[config.mk]
export PLATFORM = sky130hd
export DESIGN_NAME = serial_adder_flat
export DESIGN_NICKNAME = d
export VERILOG_FILES = /design/src/rtl/serial_adder_if.sv /design/src/rtl/serial_adder.sv /design/src/flat_wrapper.sv
export SDC_FILE = /design/constraint.sdc
export NUM_CORES = 1
export LEC_CHECK = 0
export ABC_CLOCK_PERIOD_IN_PS = 4150
export BUFFER_PORTS_ARGS = -buffer_cell sky130_fd_sc_hd__buf_4
export CAP_MARGIN = 20
export CORE_MARGIN = 4
export CORE_UTILIZATION = 40
export CTS_BUF_LIST = sky130_fd_sc_hd__clkbuf_8
export CTS_CLUSTER_SIZE = 40
export DETAILED_ROUTE_END_ITERATION = 8
export SYNTH_ARGS = -nofsm -noshare
export SYNTH_HDL_FRONTEND = slang
export SYNTH_SLANG_ARGS = --single-unit
[constraint.sdc]
create_clock -name clk -period 4.15 [get_ports clk]
set_input_delay 0 -clock clk [delete_from_list [all_inputs] [get_ports clk]]
set_output_delay 0 -clock clk [all_outputs]
set_load 0.005 [all_outputs]
[src/rtl/serial_adder_if.sv]
// Handshake and data bundle for serial_adder.
// Upstream drives operands and out_ready; serial_adder drives in_ready and the result.
// SERIAL_ADDER_SUB_EN adds the sub select sampled alongside the operands.
interface serial_adder_if #(
  parameter int unsigned WIDTH = 8
);
  logic             in_valid;
  logic             in_ready;
  logic [WIDTH-1:0] a;
  logic [WIDTH-1:0] b;
  logic             cin;
  logic             out_valid;
  logic             out_ready;
  logic [WIDTH-1:0] sum;
  logic             cout;
`ifdef SERIAL_ADDER_SUB_EN
  logic             sub;
`endif

  modport master (
    output in_valid, a, b, cin, out_ready,
`ifdef SERIAL_ADDER_SUB_EN
    output sub,
`endif
    input  in_ready, out_valid, sum, cout
  );

  modport slave (
    input  in_valid, a, b, cin, out_ready,
`ifdef SERIAL_ADDER_SUB_EN
    input  sub,
`endif
    output in_ready, out_valid, sum, cout
  );
endinterface

[src/rtl/serial_adder.sv]
// Bit-serial WIDTH-bit adder: operands are accepted in parallel, pushed LSB-first through one
// Fulladder cell (carry held in a flop between bits), and the sum/carry-out returned in parallel.
// Optional feature macro: SERIAL_ADDER_SUB_EN (adds the sub select for a - b).

// One-bit full adder cell shared across the codebase.
module Fulladder (
  input  logic a,
  input  logic b,
  input  logic c,
  output logic s,
  output logic cout
);
  assign s    = a ^ b ^ c;
  assign cout = (a & b) | (c & (a ^ b));
endmodule

module serial_adder #(
  parameter int unsigned WIDTH = 8
) (
  input  logic         clk,
  input  logic         rst_n,
  serial_adder_if.slave bus
);
  localparam int unsigned     CntW    = $clog2(WIDTH + 1);
  localparam logic [CntW-1:0] LastCnt = CntW'(WIDTH - 1);

  typedef enum logic [1:0] {
    StIdle,
    StRun,
    StDone
  } state_e;

  state_e          state_q;
  logic [WIDTH-1:0] a_sr_q;
  logic [WIDTH-1:0] b_sr_q;
  logic [WIDTH-1:0] sum_sr_q;
  logic [WIDTH-1:0] sum_q;
  logic             carry_q;
  logic             cout_q;
  logic [CntW-1:0]  count_q;

  logic             fa_b;
  logic             fa_s;
  logic             fa_cout;
  logic [WIDTH-1:0] sum_sr_d;

`ifdef SERIAL_ADDER_SUB_EN
  logic sub_q;
  // Subtraction is a + ~b + 1: invert b on its way into the cell.
  assign fa_b = b_sr_q[0] ^ sub_q;
`else
  assign fa_b = b_sr_q[0];
`endif

  Fulladder u_fa (
    .a    (a_sr_q[0]),
    .b    (fa_b),
    .c    (carry_q),
    .s    (fa_s),
    .cout (fa_cout)
  );

  // New sum bit enters at the MSB so that after WIDTH shifts bit 0 sits at the LSB.
  assign sum_sr_d = {fa_s, sum_sr_q[WIDTH-1:1]};

  // Control FSM and serial datapath.
  always_ff @(posedge clk or negedge rst_n) begin
    if (!rst_n) begin
      state_q  <= StIdle;
      a_sr_q   <= '0;
      b_sr_q   <= '0;
      sum_sr_q <= '0;
      sum_q    <= '0;
      carry_q  <= 1'b0;
      cout_q   <= 1'b0;
      count_q  <= '0;
`ifdef SERIAL_ADDER_SUB_EN
      sub_q    <= 1'b0;
`endif
    end else begin
      unique case (state_q)
        StIdle: begin
          if (bus.in_valid) begin
            a_sr_q  <= bus.a;
            b_sr_q  <= bus.b;
            count_q <= '0;
`ifdef SERIAL_ADDER_SUB_EN
            sub_q   <= bus.sub;
            carry_q <= bus.sub ? 1'b1 : bus.cin;
`else
            carry_q <= bus.cin;
`endif
            state_q <= StRun;
          end
        end
        StRun: begin
          a_sr_q   <= a_sr_q >> 1;
          b_sr_q   <= b_sr_q >> 1;
          sum_sr_q <= sum_sr_d;
          carry_q  <= fa_cout;
          count_q  <= count_q + CntW'(1);
          if (count_q == LastCnt) begin
            sum_q   <= sum_sr_d;
            cout_q  <= fa_cout;
            state_q <= StDone;
          end
        end
        StDone: begin
          if (bus.out_ready) begin
            state_q <= StIdle;
          end
        end
        default: state_q <= StIdle;
      endcase
    end
  end

  // Handshake flags decode straight from state so reset clears out_valid immediately.
  assign bus.in_ready  = (state_q == StIdle);
  assign bus.out_valid = (state_q == StDone);
  assign bus.sum       = sum_q;
  assign bus.cout      = cout_q;
endmodule

[src/flat_wrapper.sv]
// flat-port wrapper written by rule: the top's interface ports become plain ports
module serial_adder_flat 
#(
  parameter int unsigned WIDTH = 8
)
  (clk, rst_n, bus_in_valid, bus_a, bus_b, bus_cin, bus_out_ready, bus_in_ready, bus_out_valid, bus_sum, bus_cout);
  serial_adder_if #(.WIDTH(WIDTH)) bus_i ();
  input  logic clk;
  input  logic rst_n;
  input wire logic [$bits(bus_i.in_valid)-1:0] bus_in_valid;
  input wire logic [$bits(bus_i.a)-1:0] bus_a;
  input wire logic [$bits(bus_i.b)-1:0] bus_b;
  input wire logic [$bits(bus_i.cin)-1:0] bus_cin;
  input wire logic [$bits(bus_i.out_ready)-1:0] bus_out_ready;
  output wire logic [$bits(bus_i.in_ready)-1:0] bus_in_ready;
  output wire logic [$bits(bus_i.out_valid)-1:0] bus_out_valid;
  output wire logic [$bits(bus_i.sum)-1:0] bus_sum;
  output wire logic [$bits(bus_i.cout)-1:0] bus_cout;
  assign bus_i.in_valid = bus_in_valid;
  assign bus_i.a = bus_a;
  assign bus_i.b = bus_b;
  assign bus_i.cin = bus_cin;
  assign bus_i.out_ready = bus_out_ready;
  assign bus_in_ready = bus_i.in_ready;
  assign bus_out_valid = bus_i.out_valid;
  assign bus_sum = bus_i.sum;
  assign bus_cout = bus_i.cout;
  serial_adder #(.WIDTH(WIDTH)) u_core (.clk(clk), .rst_n(rst_n), .bus(bus_i));
endmodule
=== Word level (Yosys, flattened, before mapping) ===
Cells that the tools add are included.
Widths: inputs -> output; s select.

* Output and inout bits: 11
* Bits in registers: 40

* Add/subtract/negate cells: 1
* Mux-type cells: 12
* Bitwise logic cells: 5
* Reduce and logical (&&, ||, !) cells: 5
* Equal/unequal tests: 6

{| class="wikitable"
|+ Operator list
! operator !! count
|-
| $pmux 8 s2 || 2
|-
| $mux 8 || 2
|-
| $pmux 4 s2 || 1
|-
| $mux 2 || 3
|-
| $pmux 2 s3 || 1
|-
| $add 4x1->4 const B || 1
|-
| $eq 4x3->1 const B || 1
|-
| $mux 4 || 1
|-
| $ne 2x2->1 const B || 2
|-
| $reduce_and 2->1 || 2
|-
| $reduce_and 3->1 || 1
|-
| $and 1x1->1 || 2
|-
| $eq 2x1->1 const B || 1
|-
| $eq 2x2->1 const B || 1
|-
| $logic_not 2->1 || 1
|-
| $ne 2x1->1 const B || 1
|-
| $pmux 1 s2 || 1
|-
| $reduce_bool 2->1 || 1
|-
| $xor 1x1->1 || 2
|-
| $mux 1 || 1
|-
| $or 1x1->1 || 1
|}

=== Longest topological paths before layout ===
Gate-level depths: netlist (run 1).

* Depth after elaboration: 4
* Gate-level depth with buffers: 5
* Mapped depth without buffers: 4

=== By module ===
A second synthesis (run 1) with hierarchy kept.

* Cell total of the unflattened synthesis: 158
* Area total of the unflattened synthesis: 1700.4 um^2

{| class="wikitable"
|+ By module, submodules not included
! module !! area each (um^2) !! times used !! cells each !! seq. area each (um^2)
|-
| serial_adder || 1680.4 || 1 || 157 || 975.9
|-
| Fulladder || 20.0 || 1 || 1 || 0.0
|}

=== Worst setup path after synthesis (run 1) ===
Ideal clock, no wire load.

* Path kind: reg2reg
* Start point: reg u_core.count_q[0]
* End point: reg u_core.cout_q (netlist: u_core.bus.cout)
* Stages on the path, launching flop included: 5
* Path buffers: 0
* Library setup time: 125 ps
* Path slack: 2729 ps
* Period minus slack after synthesis: 1421 ps
* Data arrival time: 1297 ps
* Cell sequence: dfrtp_1 -> ha_1 -> nand2_1 -> nor3_4 -> mux2_2

* Word-level cells in the longest chain between the ends: 2

{| class="wikitable"
|+ RTL lines
! item !! RTL line !! RTL
|-
| from (decl) || serial_adder.sv:40 || <nowiki>logic [CntW-1:0] count_q;</nowiki>
|-
| from (signal assigned) || serial_adder.sv:101 || <nowiki>count_q <= count_q + CntW'(1);</nowiki>
|-
| $eq 4x3->1 || serial_adder.sv:102 || <nowiki>if (count_q == LastCnt) begin</nowiki>
|-
| $reduce_and 2->1 (no source line) || -- ||
|-
| to (signal assigned) || serial_adder.sv:104 || <nowiki>cout_q <= fa_cout;</nowiki>
|-
| to (decl) || serial_adder.sv:39 || <nowiki>logic cout_q;</nowiki>
|}

No other way between the ends.
A chain may end at the register's enable or synchronous reset.

=== Final worst setup path (run 1) ===
* Start point: reg u_core.state_q[0]
* End point: reg u_core.sum_q[6] (netlist: u_core.bus.sum[6])

* Word-level cells in the longest chain between the ends: 2

{| class="wikitable"
|+ RTL lines
! item !! RTL line !! RTL
|-
| from (decl) || serial_adder.sv:33 || <nowiki>state_e state_q;</nowiki>
|-
| from (signal assigned) || serial_adder.sv:69 || <nowiki>state_q <= StIdle;</nowiki>
|-
| from (signal assigned) || serial_adder.sv:93 || <nowiki>state_q <= StRun;</nowiki>
|-
| from (signal assigned) || serial_adder.sv:105 || <nowiki>state_q <= StDone;</nowiki>
|-
| $eq 2x1->1 || serial_adder.sv:81 || <nowiki>unique case (state_q)</nowiki>
|-
| $reduce_and 2->1 (no source line) || -- ||
|-
| to (signal assigned) || serial_adder.sv:103 || <nowiki>sum_q <= sum_sr_d;</nowiki>
|-
| to (decl) || serial_adder.sv:37 || <nowiki>logic [WIDTH-1:0] sum_q;</nowiki>
|}

No other way between the ends.

==> reports/metrics.csv, run 1 <==
metric,value,unit
"Req. time, crit path",4320,ps
mux cell area share after synthesis,0.118,
max incr delay on CP,820,ps
register area,976,um^2
ratio of cells with drive above 1 in the final layout,0.324,
Worst Skew,4.34,ps
worst r2r src,u_core.state_q[0]$_DFFE_PN0P_,
Hold Crit Start,bus_a[4],
maximum buffer depth of the clock tree,2,
ant diodes,0,
Slew @ Worst Pin,1070,ps
final setup violation count,0,
drt first pass iters,4,
Period minus WS final,2340,ps
largest net degree at the start of global routing,40,
CTS tree,yes,
Final Max Slew Viols,0,
f_max,427,MHz
All-Layer GR Usage,0.135,
worst r2r dst,u_core.bus.sum[6]$_DFFE_PN0P_,
first-pass GRT wire length,5420,um
vias per cell,5.18,
number of remaining DRC errors,0,
CP top delay family,simple AND/OR/NAND/NOR gates,
"Remaining Overflow, GRT",0,
Synth Area in Simple Gates,0.0768,
HP Class,in2reg,
Synth Register Bits,39,
TritonCTS buffer count,5,
Post-Syn Area,1630,um^2
post-synth cell types,22,
"Reg clk slew, reported paths",70,ps
crit end category,flip-flop,
XOR/XNOR Fraction of Synth Area,0,
row count,22,
WHS Endpoint,u_core.a_sr_q[4]$_DFFE_PN0P_,
"Max FO, Critical Path",23,
post-synth top area share,0.599,
final WL,3040,um
die height,71.8,um
LEAKAGE,0.953,nW
largest family of logic cells by synthesized area,compound AO/OA/AOI/OAI gates,
Die Area,5160,um^2
Clock Latency Late Sink,290,ps
TNS Setup,0,ps
placer congestion estimate,0.715,
Root Buffer,clkbuf_8,
worst path cell trace,nand2b_1 -> nor3_4 -> mux2_2,
Peak VDD IR,0.000263,V
status,"finished, final reports clean",
YS warnings,0,
setup ws final,1810,ps
core area,3800,um^2
vias in the first global route,1187,
post_cts resized,0,
Max Cap Viol,0,
R2R setup slack,1810,ps
WP buf/inv,0,
input/output buffers,31,
CP Launch Type,flip-flop,
antenna violations before repair,0,
r2r worst-path depth,3,
crit path kind,reg2reg,
routed len/inst,13.7,um
slew margin rel.,0.287,
crit path DAT,2520,ps
Layout area overhead,26.9,%
Post-DP HPWL,2090,um
register area share after synthesis,0.599,
via count,1144,
Initial Util,0.429,
WHS Path Cells,3,
filler cell count,342,
adder-cell area share of the yosys netlist,0.0200,
Syn Area/Cell,12.1,um^2
Die W,71.8,um
largest cells by area after synthesis,"dfrtp_1, mux2_2, a22oi_1",
PD cells,669,nW/um^2
CTS H-Tree Depth,2,
RSZ-0062 raised after global routing,no,
Synth Area in Compound Gates,0.161,
io pins,32,
"area leader, netlist",dfrtp_1,
pre-CTS setup slack,1800,ps
CP max stage cell,dfrtp_1,
Clock Sinks,39,
Final #Nets,196,
syn nets,158,
Synth Instances,135,
initial drt markers,58,
Final ANT Viol Nets,0,
final hold viol count,0,
multi-input logic area,611,um^2
period utilisation layout,0.565,
## sequential cells by signal, summed over array words and instances, names as in the netlist
register	flops
u_core.state_q	2
u_core.sum_sr_q	7
u_core.bus.sum	8
u_core.b_sr_q	8
u_core.bus.cout	1
u_core.a_sr_q	8
u_core.count_q	4
u_core.carry_q	1
## power breakdown
part           internal (mW)  switching [mW]  total (mW)
registers              0.539           0.125       0.664
clock network          0.174           0.121       0.295
logic                  0.250           0.175       0.425
total                  0.963           0.421        1.38
## worst register-to-register path: cells and delay by family, from the launching register on
family / cells / cell delay (ps)
simple gates: 2 / 1020
mux: 1 / 390
flops: 1 / 820
## routing by layer
metal | vias to the layer above | part of all wire | GRT usage | wire length [um]
met5 | - | 0 | 0 | 0
li1 | 557 | - | - | -
met2 | 38 | 0.44 | 0.202 | 1340
met1 | 544 | 0.47 | 0.175 | 1420
met4 | 0 | 0.016 | 0.0585 | 48
met3 | 5 | 0.076 | 0.0491 | 230
## cells in the final DEF (no fill, tap or decap), drive strengths merged, types with 3 or more instances in the layout
| master | synthesis | final |
|---|---|---|
| a22oi | 16 | 16 |
| buf | 4 | 32 |
| clkbuf | 4 | 5 |
| dfrtp | 39 | 39 |
| dlygate4sd3 | 0 | 7 |
| inv | 2 | 3 |
| mux2 | 17 | 17 |
| nand2 | 18 | 18 |
| nor2 | 3 | 3 |
| o21ai | 17 | 17 |
## layout make-up
class,count,share of cell area
sequential,39,0.472
clock inverter,2,0.0163
multi-input combinational,86,0.295
inverter,2,0.00363
timing repair buffer,39,0.150
clock buffer,5,0.0333
tap,48,0.0291
## cells by family (layout without fill, tap and decap cells)
kind of cell,count (synthesis),after routing
multiplexers,17,17
AO/OA/AOI/OAI,40,40
buffers and inverters,10,48
adder cells (fa/ha/maj),2,2
AND/OR/NAND/NOR,27,27
flip-flops,39,39
## synthesized netlist by cell type
master	instances
a32o_1	2
o31ai_1	1
ha_1	1
mux2_2	17
nor2_1	3
nor3_4	1
nand2b_1	1
a21o_1	1
and2_1	1
o21ai_0	17
dfrtp_1	39
o21bai_1	1
a22o_1	1
a22oi_1	16
nor2b_1	2
nand2_1	18
buf_2	4
fa_1	1
inv_1	2
clkbuf_1	4
a21oi_1	1
nand3_1	1
## timing repair
| action | 4_1_cts | 5_1_grt |
|---|---|---|
| buffers inserted | 0 | 0 |
| hold buffers | 7 | 0 |
| endpoints found under the hold margin | 43 | 0 |
| setup endpoints to repair | 0 | 0 |
## metrics by stage
| stage | std cells | area, um^2 | power [mW] | hold slack (ps) | utilization |
|---|---|---|---|---|---|
| after floorplan | 135 | 1630 | 0.940 | -296 | - |
| after global placement | 207 | 1890 | 1.08 | -6.88 | 0.499 |
| after detailed placement | 207 | 1890 | 1.10 | -0.612 | 0.499 |
| after CTS | 221 | 2070 | 1.41 | 1.56 | 0.544 |
| after global routing | 221 | 2070 | 1.50 | 12.6 | 0.544 |
| final | 221 | 2070 | 1.38 | 9.26 | 0.544 |
## how the worst max path moves through the flow
stage                                  startpoint                             to  slack [ps]  cells past startpoint
floorplan           u_core.count_q[0]$_DFFE_PN0P_    u_core.bus.cout$_DFFE_PN0P_        2730                      4
global placement    u_core.state_q[0]$_DFFE_PN0P_  u_core.bus.sum[7]$_DFFE_PN0P_        1890                      3
detailed placement  u_core.state_q[0]$_DFFE_PN0P_  u_core.bus.sum[6]$_DFFE_PN0P_        1800                      3
CTS                 u_core.state_q[0]$_DFFE_PN0P_  u_core.bus.sum[6]$_DFFE_PN0P_        1800                      3
global route        u_core.state_q[0]$_DFFE_PN0P_  u_core.bus.sum[7]$_DFFE_PN0P_        1610                      3
finish              u_core.state_q[0]$_DFFE_PN0P_  u_core.bus.sum[6]$_DFFE_PN0P_        1810                      3
No activity file was read; power rests on OpenSTA's default activity.
==> run 2: changes to the inputs <==
ABC_AREA = 1   (was default)
ABC_CLOCK_PERIOD_IN_PS = 2250   (was 4150)
clock period = 2.25 ns   (was 4.15 ns; I/O delays follow)
==> run 2 against run 1 <==
Critical path depth up 2. Via count up 27%. Die area up 4.2%. Sequential power up 78%. Setup slack worse by 1000 ps. Synthesized cell count up 42%. Critical endpoint is now u_core.a_sr_q[7]$_DFFE_PN0P_. Non-clock buffer count up 12. Register-to-register slack worse by 1000 ps. Routed wire length up 23%. Combinational power up 110%. Sequential cell count unchanged.
==> reports/metrics.csv, run 2 <==
metric,value,unit
status,"finished, final reports clean",
All-Layer GR Usage,0.162,
CTS H-Tree Depth,2,
Slew @ Worst Pin,758,ps
syn nets,215,
Int Pwr,1.56,mW
f_max,685,MHz
Post-DP HPWL,2370,um
Inst Count DP,264,
RSZ-0062 raised after global routing,no,
HP Class,in2reg,
CTS tree,yes,
YS warnings,0,
CP Launch Type,flip-flop,
post-synth cell types,21,
hold bufs inserted after CTS,19,
vias per cell,5.02,
pre-CTS setup slack,810,ps
"FFs w/ async S/R, synth",1.00,
worst path cell trace,inv_1 -> nand2_1 -> nor2_1 -> nand2_1 -> nand2_1,
Post-Layout Cell Count,289,
"area leader, netlist",dfrtp_1,
Synth Instances,192,
Die Area,5370,um^2
final setup violation count,0,
initial drt markers,86,
"Max FO, Critical Path",23,
die height,73.3,um
routed len/inst,13.0,um
"Reg clk slew, reported paths",70,ps
Final ANT Viol Nets,0,
Synth Register Bits,39,
"most used cell, CP",nand2_1,
Layout area overhead,29.6,%
TritonCTS buffer count,5,
post_cts resized,0,
top post-synthesis cells by count,"nand2_1, nand3_1, dfrtp_1",
Root Buffer,clkbuf_8,
cell with the most instances after synthesis,nand2_1,
drt first pass iters,4,
LEAKAGE,1.11,nW
"Setup Fix Bufs, Post-CTS",0,
max incr delay on CP,470,ps
largest cells by area after synthesis,"dfrtp_1, nand3_1, nand2_1",
"Remaining Overflow, GRT",0,
Max Cap Viol,0,
crit path kind,reg2reg,
Worst Skew,4.24,ps
Period minus WS final,1460,ps
placer congestion estimate,0.794,
ant diodes,0,
switching part of the total,0.371,
"commonest non-fill, non-tap cells in the layout","nand2_1, nand3_1, dfrtp_1",
core area,4060,um^2
Sequential Power Share,0.474,
Post-Syn Area,1710,um^2
Final #Nets,263,
Tot Pwr,2.48,mW
Logic pwr share,0.356,
Synth Flop Type,dfrtp_1,
multi-input logic area,644,um^2
register area share after synthesis,0.572,
first-pass GRT wire length,6580,um
Final Max Slew Viols,0,
ratio of cells with drive above 1 in the final layout,0.176,
post-synth top area share,0.572,
final WL,3750,um
row count,23,
CP max stage cell,nand2_1,
"commonest non-fill, non-tap cell in the layout",nand2_1,
PD cells,1120,nW/um^2
io pins,32,
period utilisation layout,0.648,
register area,976,um^2
clock power share,0.170,
filler cell count,370,
Initial Util,0.420,
Syn Area/Cell,8.88,um^2
Post-synth EDFFs,0,
number of remaining DRC errors,0,
largest net degree at the start of global routing,40,
slew margin rel.,0.493,
"Req. time, crit path",2470,ps
TNS Setup,0,ps
Clock Sinks,39,
final hold viol count,0,
crit path DAT,1680,ps
Die W,73.3,um
crit end category,flip-flop,
NetSw,0.922,mW
Peak VDD IR,0.000516,V
antenna violations before repair,0,
input/output buffers,31,
via count,1451,
vias in the first global route,1420,
maximum buffer depth of the clock tree,2,
setup ws final,791,ps
Clock Latency Late Sink,280,ps
## run 2: power groups by stage
| stage | combinational (mW) | clock, mW | sequential (mW) |
|---|---|---|---|
| global placement | 0.852 | 0 | 1.18 |
| global route | 1.04 | 0.473 | 1.22 |
| floorplan | 0.636 | 0 | 1.15 |
| CTS | 0.905 | 0.439 | 1.18 |
| finish | 0.884 | 0.422 | 1.18 |
| detailed placement | 0.876 | 0 | 1.19 |
## run 2: worst max-delay path, delay by kind of cell, from the launching register on
family        cells  cell delay [ps]
simple gates      4              890
flops             1              390
buf+inv           1              120
## run 2: through the flow
stage,area (um^2),utilization,hold WS (ps)
floorplan,1710,-,-296
global placement,1950,0.480,-5.54
detailed placement,1950,0.480,-0.927
CTS,2210,0.545,87.8
global route,2210,0.545,111
finish,2210,0.545,88.9
## run 2: final cells by class
| class | count | share of cell area |
|---|---|---|
| inverters | 6 | 0.0113 |
| repair buffers | 51 | 0.195 |
| well taps | 50 | 0.0283 |
| clock inverters | 1 | 0.00170 |
| flip-flops and latches | 39 | 0.441 |
| multi-input cells | 137 | 0.291 |
| clock buffers | 5 | 0.0311 |
## run 2: final timing paths
| path | startpoint | endpoint | slack, ps | cells after the start |
|---|---|---|---|---|
| hold reg to reg | u_core.sum_sr_q[3]$_DFFE_PN0N_ | u_core.bus.sum[2]$_DFFE_PN0P_ | 470 | 2 |
| setup / recovery | u_core.state_q[1]$_DFFE_PN0P_ | u_core.a_sr_q[7]$_DFFE_PN0P_ | 790 | 5 |
| max in group asynchronous | rst_n | u_core.count_q[2]$_DFFE_PN0P_ | 1700 | 2 |
| setup reg to reg | u_core.state_q[1]$_DFFE_PN0P_ | u_core.a_sr_q[7]$_DFFE_PN0P_ | 790 | 5 |
| hold / removal | bus_in_valid | u_core.b_sr_q[4]$_DFFE_PN0P_ | 90 | 3 |
| min in group asynchronous | rst_n | u_core.bus.sum[0]$_DFFE_PN0P_ | 210 | 2 |
## run 2: per-layer routing
| metal | share of wire | up-vias | track usage |
|---|---|---|---|
| met5 | 0 | - | 0 |
| met4 | 0.012 | 0 | 0.0483 |
| met3 | 0.059 | 5 | 0.0520 |
| met2 | 0.49 | 40 | 0.276 |
| met1 | 0.44 | 678 | 0.195 |
| li1 | - | 728 | - |
## run 2: cell families (layout without fill, tap and decap cells)
group                      after synthesis  count (layout)  synth area share
and+or+nand+nor                        124             124             0.323
DFF                                     39              39             0.572
buffers and inverters                   16              63            0.0499
AOI/OAI and AO/OA                       10              10            0.0308
adders and majority gates                2               2            0.0191
xor gates and xnor gates                 1               1           0.00514
==> run 3: changes to the inputs <==
ABC_AREA = 0   (was 1)
ABC_CLOCK_PERIOD_IN_PS = 1200   (was 2250)
clock period = 1.2 ns   (was 2.25 ns; I/O delays follow)
==> run 3 against run 2 <==
The flow now finishes with violations (negative hold slack, negative setup slack). Critical endpoint is now u_core.bus.sum[4]$_DFFE_PN0P_. Critical path type unchanged. Combinational power grew to 2.8 times the previous value. Clock skew is 0.52 ps lower. Final area is 12% higher. Critical path depth stayed put.
==> reports/metrics.csv, run 3 (synthesis results as in run 1) <==
metric,value,unit
LEAKAGE,1.14,nW
Logic pwr share,0.429,
crit end category,flip-flop,
CP max stage cell,dfrtp_1,
ant diodes,0,
Period minus WS final,1430,ps
vias per cell,5.17,
pre-CTS setup slack,-224,ps
Die Area,5160,um^2
Worst Skew,3.72,ps
register area,977,um^2
initial drt markers,54,
vias in the first global route,1322,
Peak VDD IR,0.00113,V
placer congestion estimate,0.716,
Final #Nets,222,
Final ANT Viol Nets,0,
CTS tree,yes,
number of remaining DRC errors,0,
Initial Util,0.429,
Root Buffer,clkbuf_8,
Final Util,0.654,
Clock Sinks,39,
clock power share,0.186,
Sequential Power Share,0.385,
"commonest non-fill, non-tap cell in the layout",buf_4,
Clock Latency Late Sink,290,ps
"commonest non-fill, non-tap cells in the layout","buf_4, dfrtp_1, o21ai_1, mux2_2, nand2_1",
Inst Count DP,220,
crit path kind,reg2reg,
Int Pwr,3.99,mW
setup ws final,-228,ps
Die W,71.8,um
core area,3800,um^2
filler cell count,290,
Tot Pwr,5.85,mW
ratio of cells with drive above 1 in the final layout,0.535,
All-Layer GR Usage,0.152,
routed len/inst,15.3,um
maximum buffer depth of the clock tree,2,
period utilisation layout,1.19,
input/output buffers,31,
Layout area overhead,52.5,%
TritonCTS buffer count,5,
row count,22,
RSZ-0062 raised after global routing,yes,
max incr delay on CP,370,ps
"Reg clk slew, reported paths",80,ps
Final Max Slew Viols,0,
failing checks,"negative hold slack, negative setup slack",
drt first pass iters,4,
io pins,32,
final hold viol count,3,
via count,1281,
HP Class,in2reg,
switching part of the total,0.317,
Hold Slack,-8.06,ps
NetSw,1.86,mW
status,"finished, violations left",
first-pass GRT wire length,5980,um
CP Launch Type,flip-flop,
final setup violation count,13,
Placed Area,2000,um^2
"Req. time, crit path",1380,ps
crit path DAT,1610,ps
Post-DP HPWL,2220,um
largest net degree at the start of global routing,40,
f_max,700,MHz
Post-Layout Cell Count,248,
Max Cap Viol,0,
multi-input logic area,728,um^2
"Max FO, Critical Path",9,
worst path cell trace,ha_2 -> nand2_2 -> nor3_4 -> buf_12 -> mux2_2,
final WL,3800,um
"Remaining Overflow, GRT",0,
PD cells,2360,nW/um^2
post-route cell area,2480,um^2
die height,71.8,um
Slew @ Worst Pin,489,ps
CTS H-Tree Depth,2,
slew margin rel.,0.674,
TNS Setup,-2190,ps
antenna violations before repair,0,
==> run 3: area by class of cell <==
type	instances	area share
clock buffer	5	0.0277
tap	48	0.0242
multi-input combinational	86	0.293
timing repair buffer	65	0.241
inverter	2	0.00302
sequential	39	0.393
clock inverter	3	0.0176
==> run 3: repair_timing <==
action,CTS,global route
gates cloned,3,1
gates resized for setup,21,45
hold buffers,5,4
pin swaps,3,15
setup buffers,7,3
endpoints found under the hold margin,43,4
endpoints found under the setup margin,31,38
==> run 3: worst max-delay path: cells and delay by family (launching register included) <==
family	cells	cell delay, ps
multiplexers	1	330
buffers and inverters	1	160
flip-flops	1	370
AND/OR/NAND/NOR	2	250
adder cells (fa/ha/maj)	1	210
==> run 3: metal layers <==
| metal | wire length, um | up-vias | GRT usage | share of wire |
|---|---|---|---|---|
| met5 | 0 | - | 0 | 0 |
| met4 | 26 | 0 | 0.0564 | 0.0068 |
| met3 | 191 | 4 | 0.0337 | 0.050 |
| met2 | 1920 | 40 | 0.269 | 0.51 |
| met1 | 1660 | 620 | 0.178 | 0.44 |
| li1 | - | 617 | - | - |
==> run 3: path summary, 6_finish.rpt <==
check,cells after the start,slack [ps],from,endpoint
hold reg to reg,2,490,u_core.a_sr_q[6]$_DFFE_PN0P_,u_core.a_sr_q[6]$_DFFE_PN0P_
setup reg to reg,5,-230,u_core.count_q[0]$_DFFE_PN0P_,u_core.bus.sum[4]$_DFFE_PN0P_
min in group asynchronous,2,220,rst_n,u_core.count_q[2]$_DFFE_PN0P_
max in group asynchronous,2,620,rst_n,u_core.state_q[0]$_DFFE_PN0P_
hold / removal,3,-8,bus_a[5],u_core.a_sr_q[5]$_DFFE_PN0P_
setup / recovery,5,-230,u_core.count_q[0]$_DFFE_PN0P_,u_core.bus.sum[4]$_DFFE_PN0P_
==> run 3: power groups by stage <==
| stage | sequential (mW) | clock (mW) | combinational, mW |
|---|---|---|---|
| 6_report | 2.25 | 1.09 | 2.51 |
| 4_1_cts | 2.20 | 1.11 | 2.20 |
| 2_1_floorplan | 2.17 | 0 | 1.08 |
| 3_5_place_dp | 2.22 | 0 | 1.86 |
| 5_1_grt | 2.32 | 1.18 | 2.75 |
| 3_3_place_gp | 2.18 | 0 | 1.80 |
